$ cat src/rtl/vector_mem_sequencer.sv
// vector_mem_sequencer
//   Serialises a 16-lane vector load or store from the MEM stage onto a
//   single-lane memory port, one lane per memory handshake, and freezes the
//   upstream pipeline while the access is in flight.
//
// Ports
//   CLK, RST            clock; synchronous active-high reset
//   MemWriteM           MEM-stage instruction is a vector store
//   MemtoRegM           MEM-stage instruction is a vector load
//   ALUResultM[16xN]    lane 0 carries the base word address
//   writeDataM[16xN]    store data, lane 0 in the low N bits
//   mem_rdata[N]        read data, valid with mem_ack
//   mem_ack             memory completes the current access this cycle
//   mem_req/mem_we      access request / write enable
//   mem_addr[AW]        word address of the current access
//   mem_wdata[N]        write data of the current access
//   RDM[16xN]           assembled load vector, lane 0 in the low N bits
//   StallM              freezes fetch/decode/execute/MEM registers
//   done                one-cycle completion pulse
module vector_mem_sequencer #(
    parameter int N  = 16,
    parameter int AW = 32
) (
    input  logic            CLK,
    input  logic            RST,
    input  logic            MemWriteM,
    input  logic            MemtoRegM,
    input  logic [16*N-1:0] ALUResultM,
    input  logic [16*N-1:0] writeDataM,
    input  logic [N-1:0]    mem_rdata,
    input  logic            mem_ack,
    output logic            mem_req,
    output logic            mem_we,
    output logic [AW-1:0]   mem_addr,
    output logic [N-1:0]    mem_wdata,
    output logic [16*N-1:0] RDM,
    output logic            StallM,
    output logic            done
);

    typedef enum logic [1:0] {
        IDLE = 2'd0,
        REQ  = 2'd1,
        DONE = 2'd2
    } state_t;

    state_t          state, state_nxt;
    logic [3:0]      lane;
    logic [3:0]      lane_inc;
    logic            op_we;
    logic [16*N-1:0] snap;
    logic [AW-1:0]   addr_r;
    logic [N-1:0]    wdata_r;
    logic            start;
    logic            last_lane;
    logic            req_c;
    logic            we_c;
    logic            done_c;

    // Zero-extend (or truncate) an N-bit lane value to an AW-bit address.
    function automatic logic [AW-1:0] zext_addr(input logic [N-1:0] v);
        logic [AW-1:0] r;
        r = '0;
        for (int i = 0; i < N; i++) begin
            if (i < AW) r[i] = v[i];
        end
        return r;
    endfunction

    assign start     = MemWriteM | MemtoRegM;
    assign last_lane = (lane == 4'hF);
    assign lane_inc  = lane + 4'd1;

    always_ff @(posedge CLK) begin
        if (RST) state <= IDLE;
        else     state <= state_nxt;
    end

    always_comb begin
        state_nxt = state;
        req_c     = 1'b0;
        we_c      = 1'b0;
        StallM    = 1'b0;
        done_c    = 1'b0;
        case (state)
            IDLE: begin
                if (start) begin
                    StallM    = 1'b1;
                    state_nxt = REQ;
                end
            end
            REQ: begin
                req_c  = 1'b1;
                we_c   = op_we;
                StallM = 1'b1;
                if (mem_ack && last_lane) state_nxt = DONE;
            end
            DONE: begin
                done_c    = 1'b1;
                state_nxt = IDLE;
            end
            default: state_nxt = IDLE;
        endcase
    end

    // Memory-port outputs are forced quiet during reset so the port is
    // idle in the reset cycle itself, not only after the edge.
    assign mem_req   = req_c  & ~RST;
    assign mem_we    = we_c   & ~RST;
    assign done      = done_c & ~RST;
    assign mem_addr  = RST ? '0 : addr_r;
    assign mem_wdata = RST ? '0 : wdata_r;

    // addr_r/wdata_r always hold the current lane's address and data, so
    // they stay stable while waiting for ack and keep their last values
    // once the access completes. addr_r + 1 wraps modulo 2^AW.
    always_ff @(posedge CLK) begin
        if (RST) begin
            lane    <= '0;
            op_we   <= 1'b0;
            snap    <= '0;
            addr_r  <= '0;
            wdata_r <= '0;
            RDM     <= '0;
        end else begin
            case (state)
                IDLE: begin
                    if (start) begin
                        lane    <= '0;
                        op_we   <= MemWriteM;
                        snap    <= writeDataM;
                        addr_r  <= zext_addr(ALUResultM[N-1:0]);
                        wdata_r <= writeDataM[N-1:0];
                    end
                end
                REQ: begin
                    if (mem_ack) begin
                        if (!op_we) RDM[int'(lane)*N +: N] <= mem_rdata;
                        if (!last_lane) begin
                            lane    <= lane_inc;
                            addr_r  <= addr_r + AW'(1);
                            wdata_r <= snap[int'(lane_inc)*N +: N];
                        end
                    end
                end
                default: ;
            endcase
        end
    end

endmodule

$ cat config.mk
export PLATFORM = sky130hd
export DESIGN_NAME = vector_mem_sequencer
export DESIGN_NICKNAME = d
export VERILOG_FILES = /design/src/rtl/vector_mem_sequencer.sv
export SDC_FILE = /design/constraint.sdc
export NUM_CORES = 1
export LEC_CHECK = 0
export CELL_PAD_IN_SITES_DETAIL_PLACEMENT = 2
export CELL_PAD_IN_SITES_GLOBAL_PLACEMENT = 2
export CORE_AREA = 2 2 324 326
export DETAILED_ROUTE_END_ITERATION = 8
export DIE_AREA = 0 0 326 328
export DONT_BUFFER_PORTS = 1
export GPL_TIMING_DRIVEN = 0
export PLACE_DENSITY_LB_ADDON = 0.1
export SYNTH_ARGS = -nofsm -noshare
export SYNTH_HDL_FRONTEND = slang
export SYNTH_SLANG_ARGS = --single-unit
$ cat constraint.sdc
create_clock -name CLK -period 3.7 [get_ports CLK]
set_clock_uncertainty 0.2 [all_clocks]
set_input_delay 0 -clock CLK [delete_from_list [all_inputs] [get_ports CLK]]
set_output_delay 0 -clock CLK [all_outputs]
set_load 0.01 [all_outputs]
==> results.toml, run 1 <==
[run_status]
status = "completed"

[power]
leakage_nw = 11.8
p_sw_mw = 4.64
pwr-share-clk = 0.464
internal-power_mw = 11.8
power_mw = 16.4
vdd_drop_max_mv = 0.266
power_density_nw_per_um2 = 482
p_seq_frac = 0.398
netSwitchingFraction = 0.282
combPwrFrac = 0.138

[synth]
yosysSeqAreaShare = 0.477
syn-num-nets = 3446
synth_ff_type = "dfxtp_1"
async_flop_share = 0
synth_seq_cells = 567
syn_avg_cell_area_um2 = 8.18
syn_inst = 2909
yosysTopAreaCell = "dfxtp_1"
synth_edf_count = 0
syn_area_um2 = 23800
synth_top_area_frac = 0.477
ys.warnings.count = 0
synth.area.top_cells = "dfxtp_1 48%, nand2_1 13%, a21oi_1 11%, mux4_2 6.1%, nand3_1 3.0%"
ys_types = 69

[clocking]
cts_buffer_depth = 3
cts_root_buffer = "clkbuf_16"
clkSinkCount = 567
cts_buffers = 74
tritoncts = "built"
htreeDepth = 3
clock_latency_ns = 0.64
clk_pin_slew_ns = 0.06

[cells_and_area]
final_cell_mix = "814 x nand2_1, 567 x dfxtp_1, 561 x dlygate4sd3_1"
nets = 4096
layout_commonest_cell = "nand2_1"
drive_above_1_share = 0.0885
area_delta_synth_final_pct = 43.3

[global_routing]
grt.total_usage = 0.269
grt.overflow.total = 0
grt_pass1_wl_um = 209000
antenna_found_initial = 19
grt_pass1_vias = 27583
grt_max_degree = 14

[floorplanning]
die_w_um = 326
row_count = 118
ios = 841
start_util = 0.231
core_um2 = 103000
die_area_um2 = 107000
die_y_um = 328

[timing]
rsz0062_at_grt = "yes"
fmax_mhz = 275
fin_ws_ns = 0.0664
slew_viol_final = 0
min_period_ns = 3.63
relSlewSlack = 0.137
worst_slew_pin_slew_ns = 1.29
setup_viol = 0
finalCritPeriodShare = 0.982
hold_viol_final = 0

[drt]
wl_per_cell_um = 29.6
vias = 25036
drt-pass1-iter-count = 5
via_per_inst = 5.01
drtAntennaViolNets = 0
drt_iter0_markers = 1237
wl_um = 148000
drc_errors = 0

[hold_path]
min_path_type = "in2reg"

[setup_path]
critPathMaxFanout = 10
endpoint_kind = "flip-flop"
cp.required_ns = 4.04
path_class = "reg2reg"
start_kind = "flip-flop"
arrival_ns = 3.97

[flow_run]
timing.max_cap.violations = 0

[placed_design]
place_ws_ns = -1.14
gp_congestion = 0.853
hpwl_um = 107000
numPortBuffers = 0
cell usage after synthesis, types with 6 or more instances:
library cell / n
o22ai_1: 17
nand3_1: 144
nand2b_1: 11
or2_0: 14
a31oi_1: 15
mux4_2: 64
o21ai_0: 25
nor4_1: 8
clkbuf_1: 185
mux2i_1: 23
a21oi_1: 506
nor2b_1: 47
nand2_1: 814
or3_1: 73
a211oi_1: 17
nor2_1: 102
dfxtp_1: 567
buf_2: 50
and3_1: 15
o41ai_1: 16
nand4_1: 30
and2_1: 37
buf_1: 13
o31ai_1: 6
a21boi_0: 14
nor3_1: 15
through the flow:
step,hold slack (ns),area (um2),setup TNS (ns),util,std cells
after global placement,-0.0626,25500,-94.93,0.247,4289
after CTS,0.00154,34000,0,0.329,4991
final,0.0247,34100,0,0.330,5001
after detailed placement,-0.0558,25600,-115.12,0.248,4291
after floorplan,-0.0640,23800,0,-,2909
after global routing,0.0295,34100,-0.0823,0.330,4999
critical path, stage by stage (launching register included):
cell	delay, ns
dfxtp_1	0.41
clkbuf_1	0.39
nor3_2	0.49
buf_2	0.52
clkbuf_1	0.52
nand2_1	0.14
dlygate4sd3_1	0.62
a21oi_1	0.21
repair_timing:
item / in CTS / in global routing
hold buffers: 561 / 0
setup endpoints to repair: 257 / 274
cloned: 0 / 0
setup buffers: 7 / 4
hold endpoints to repair: 479 / 0
gates resized for setup: 52 / 33
pin swaps: 3 / 3
cell families (layout without fill, tap and decap cells):
kind of cell	after synthesis	in the layout	synth area share
xor+xnor	9	9	0.00442
buf+inv	258	965	0.0444
fa+ha+maj	4	4	0.00210
flops	567	567	0.477
simple gates	1347	1347	0.256
other cells	0	5	0
mux	87	87	0.0702
compound gates	637	637	0.146
state kept, by name, summed over array words and instances (netlist names):
name,cells
RDM,256
addr_r,32
lane,4
op_we,1
snap,256
state,2
wdata_r,16
area by class of cell:
| class | instances | area, um2 |
|---|---|---|
| Antenna cell | 5 | 12.5 |
| Buffer | 251 | 1090 |
| Clock buffer | 109 | 2180 |
| Clock inverter | 24 | 317 |
| Fill cell | 11481 | 69100 |
| Inverter | 6 | 25.0 |
| Multi-Input combinational cell | 2084 | 11700 |
| Sequential cell | 567 | 11400 |
| Tap cell | 1380 | 1730 |
| Timing Repair Buffer | 575 | 5730 |
path summary, 6_finish.rpt:
check                              start                       to  slack [ns]  cells past startpoint
setup / recovery   state[1]$_SDFFE_PP0P_   snap[212]$_SDFFE_PP0P_        0.07                      7
hold reg to reg   snap[159]$_SDFFE_PP0P_   snap[159]$_SDFFE_PP0P_        0.26                      2
setup reg to reg   state[1]$_SDFFE_PP0P_   snap[212]$_SDFFE_PP0P_        0.07                      7
hold / removal            ALUResultM[11]  addr_r[11]$_SDFFE_PP0P_        0.02                      3
power by group through the flow:
stage	Clock [mW]	Combinational (mW)	Sequential, mW
after floorplan	0	0.921	6.58
after global routing	8.00	2.42	6.57
after detailed placement	0	1.61	6.66
final	7.63	2.27	6.55
after CTS	7.74	2.21	6.53
after global placement	0	1.56	6.65
per-layer routing:
metal  track usage  part of all wire  wire length [um]
met2         0.465              0.48             71700
met3        0.0763             0.067              9960
met5             0           0.00064                95
met4        0.0688             0.025              3690
met1         0.326              0.42             62500
Power figures use the tool's default switching activity.
==> run 2, diff against run 1 <==
--- a/config.mk
+++ b/config.mk
@@ -5,7 +5,7 @@
 export SDC_FILE = /design/constraint.sdc
 export NUM_CORES = 1
 export LEC_CHECK = 0
-export CELL_PAD_IN_SITES_DETAIL_PLACEMENT = 2
+export CELL_PAD_IN_SITES_DETAIL_PLACEMENT = 0
 export CELL_PAD_IN_SITES_GLOBAL_PLACEMENT = 2
 export CORE_AREA = 2 2 324 326
 export DETAILED_ROUTE_END_ITERATION = 8
==> run 2 against run 1 <==
Final cell count hardly changed. Die area stayed put. Sequential share of layout area rose by 0.087 points. Final area down 0.25%. Sequential cell count did not move. Clock power fell by 5.9%. Global-route usage down 2.4 points. Power decreased by 3.4%. Fmax up 0.53%. Clock-buffer cell count grew 3. Sequential power hardly changed.
==> results.toml, run 2 (synthesis gave the netlist of run 1 again) <==
[clocking]
clk_pin_slew_ns = 0.06
cts_root_buffer = "clkbuf_16"
tritoncts = "built"
cts_buffer_depth = 3
clock_latency_ns = 0.65
htreeDepth = 3
clkSinkCount = 567
cts_buffers = 76

[power]
leakage_nw = 11.8
power_mw = 15.9
vdd_drop_max_mv = 0.259
combPwrFrac = 0.137
p_sw_mw = 4.44
power_density_nw_per_um2 = 467
pwr-share-clk = 0.452
internal-power_mw = 11.5
netSwitchingFraction = 0.279
p_seq_frac = 0.411

[run_status]
status = "completed"

[setup_path]
crit_path_start = "lane[1]$_SDFFE_PP0P_"
start_kind = "flip-flop"
cp.required_ns = 4.00
crit_end = "wdata_r[12]$_SDFFE_PP0P_"
worstReg2RegStart = "lane[1]$_SDFFE_PP0P_"
critPathMaxFanout = 10
r2r_end = "wdata_r[12]$_SDFFE_PP0P_"
r2r_slack_ns = 0.09
r2r_cells = 7
arrival_ns = 3.92
endpoint_kind = "flip-flop"
path_class = "reg2reg"

[timing]
worst_slew_pin_slew_ns = 1.25
relSlewSlack = 0.167
finalCritPeriodShare = 0.977
slew_viol_final = 0
whs_ns = 0.00563
hold_viol_final = 0
fin_ws_ns = 0.0854
setup_tns_ns = 0
fmax_mhz = 277
setup_viol = 0
min_period_ns = 3.61

[hold_path]
min_path_type = "in2reg"
min_from = "ALUResultM[11]"

[drt]
drt_iter0_markers = 1556
wl_per_cell_um = 27.0
drc_errors = 0
drt-pass1-iter-count = 8
wl_um = 135000
vias = 24438
via_per_inst = 4.89
drtAntennaViolNets = 0

[placed_design]
hpwl_um = 102000
numPortBuffers = 0
gp_congestion = 0.853
place_ws_ns = -1.15

[floorplanning]
ios = 841
die_y_um = 328
die_w_um = 326
die_area_um2 = 107000
row_count = 118
start_util = 0.231
core_um2 = 103000

[cells_and_area]
post-route-util = 0.330
final_cell_mix = "814 x nand2_1, 569 x dlygate4sd3_1, 566 x dfxtp_1"
layout_commonest_cell = "nand2_1"
reg.largest.list = "RDM x256, snap x256, addr_r x32"
drive_above_1_share = 0.0858
nets = 4104
nFillCells = 10862
area_delta_synth_final_pct = 42.9

[global_routing]
grt.overflow.total = 0
grt_pass1_wl_um = 188000
grt_use_met1 = 0.310
grt_use_met2 = 0.401
grt.total_usage = 0.244
use_met3 = 0.0744
antenna_found_initial = 14
grt-busiest-layer = "met2"
grt_max_degree = 12
grt_pass1_vias = 24341

[flow_run]
timing.max_cap.violations = 0
==> run 2: worst min-delay path by stage <==
stage,endpoint,slack [ns],depth (start not counted)
global placement,snap[235]$_SDFFE_PP0P_,-0.06,2
floorplan,snap[0]$_SDFFE_PP0P_,-0.06,2
finish,addr_r[11]$_SDFFE_PP0P_,0.006,3
CTS,addr_r[12]$_SDFFE_PP0P_,0.0001,3
detailed placement,snap[125]$_SDFFE_PP0P_,-0.06,2
global route,addr_r[5]$_SDFFE_PP0P_,0.03,4
==> run 2: repair_timing <==
| item | 4_1_cts | 5_1_grt |
|---|---|---|
| pin swaps | 3 | 3 |
| hold buffers | 569 | 0 |
| setup endpoints to repair | 257 | 202 |
| setup buffers | 4 | 7 |
| resized for setup | 42 | 35 |
| endpoints found under the hold margin | 501 | 0 |
==> run 2: area by class of cell <==
cell class / count / area, um2 / area share
clock buffer: 112 / 2290 / 0.0674
buffer: 250 / 1080 / 0.0318
clock inverter: 13 / 76.3 / 0.00224
inverter: 6 / 23.8 / 0.000699
multi-input combinational: 2084 / 11600 / 0.342
antenna: 4 / 10.0 / 0.000294
timing repair buffer: 582 / 5800 / 0.171
sequential: 567 / 11400 / 0.334
tap: 1380 / 1730 / 0.0508
==> run 2: power by group through the flow <==
stage / registers [mW] / clock network [mW] / logic [mW]
global route: 6.55 / 7.59 / 2.34
detailed placement: 6.66 / 0 / 1.58
CTS: 6.53 / 7.36 / 2.17
global placement: 6.65 / 0 / 1.56
floorplan: 6.58 / 0 / 0.921
finish: 6.53 / 7.18 / 2.18
==> run 2: critical path, stage by stage (launching register included) <==
cell      delay [ns]
dfxtp_1         0.49
ha_1            0.37
xor2_4          0.58
buf_2           0.59
mux4_2          0.41
and2_1          0.22
a211oi_2        0.46
o41ai_1         0.13
==> run 2: metal layers <==
layer | vias up | routed length (um)
met3 | 157 | 11300
li1 | 11297 | -
met5 | - | 43
met2 | 920 | 62300
met1 | 12058 | 57800
met4 | 6 | 3350
==> run 2: through the flow <==
stage / instances / cell area (um2)
2_1_floorplan: 2909 / 23800
3_3_place_gp: 4289 / 25500
3_5_place_dp: 4291 / 25600
4_1_cts: 4988 / 33800
5_1_grt: 4995 / 34000
6_report: 4998 / 34000
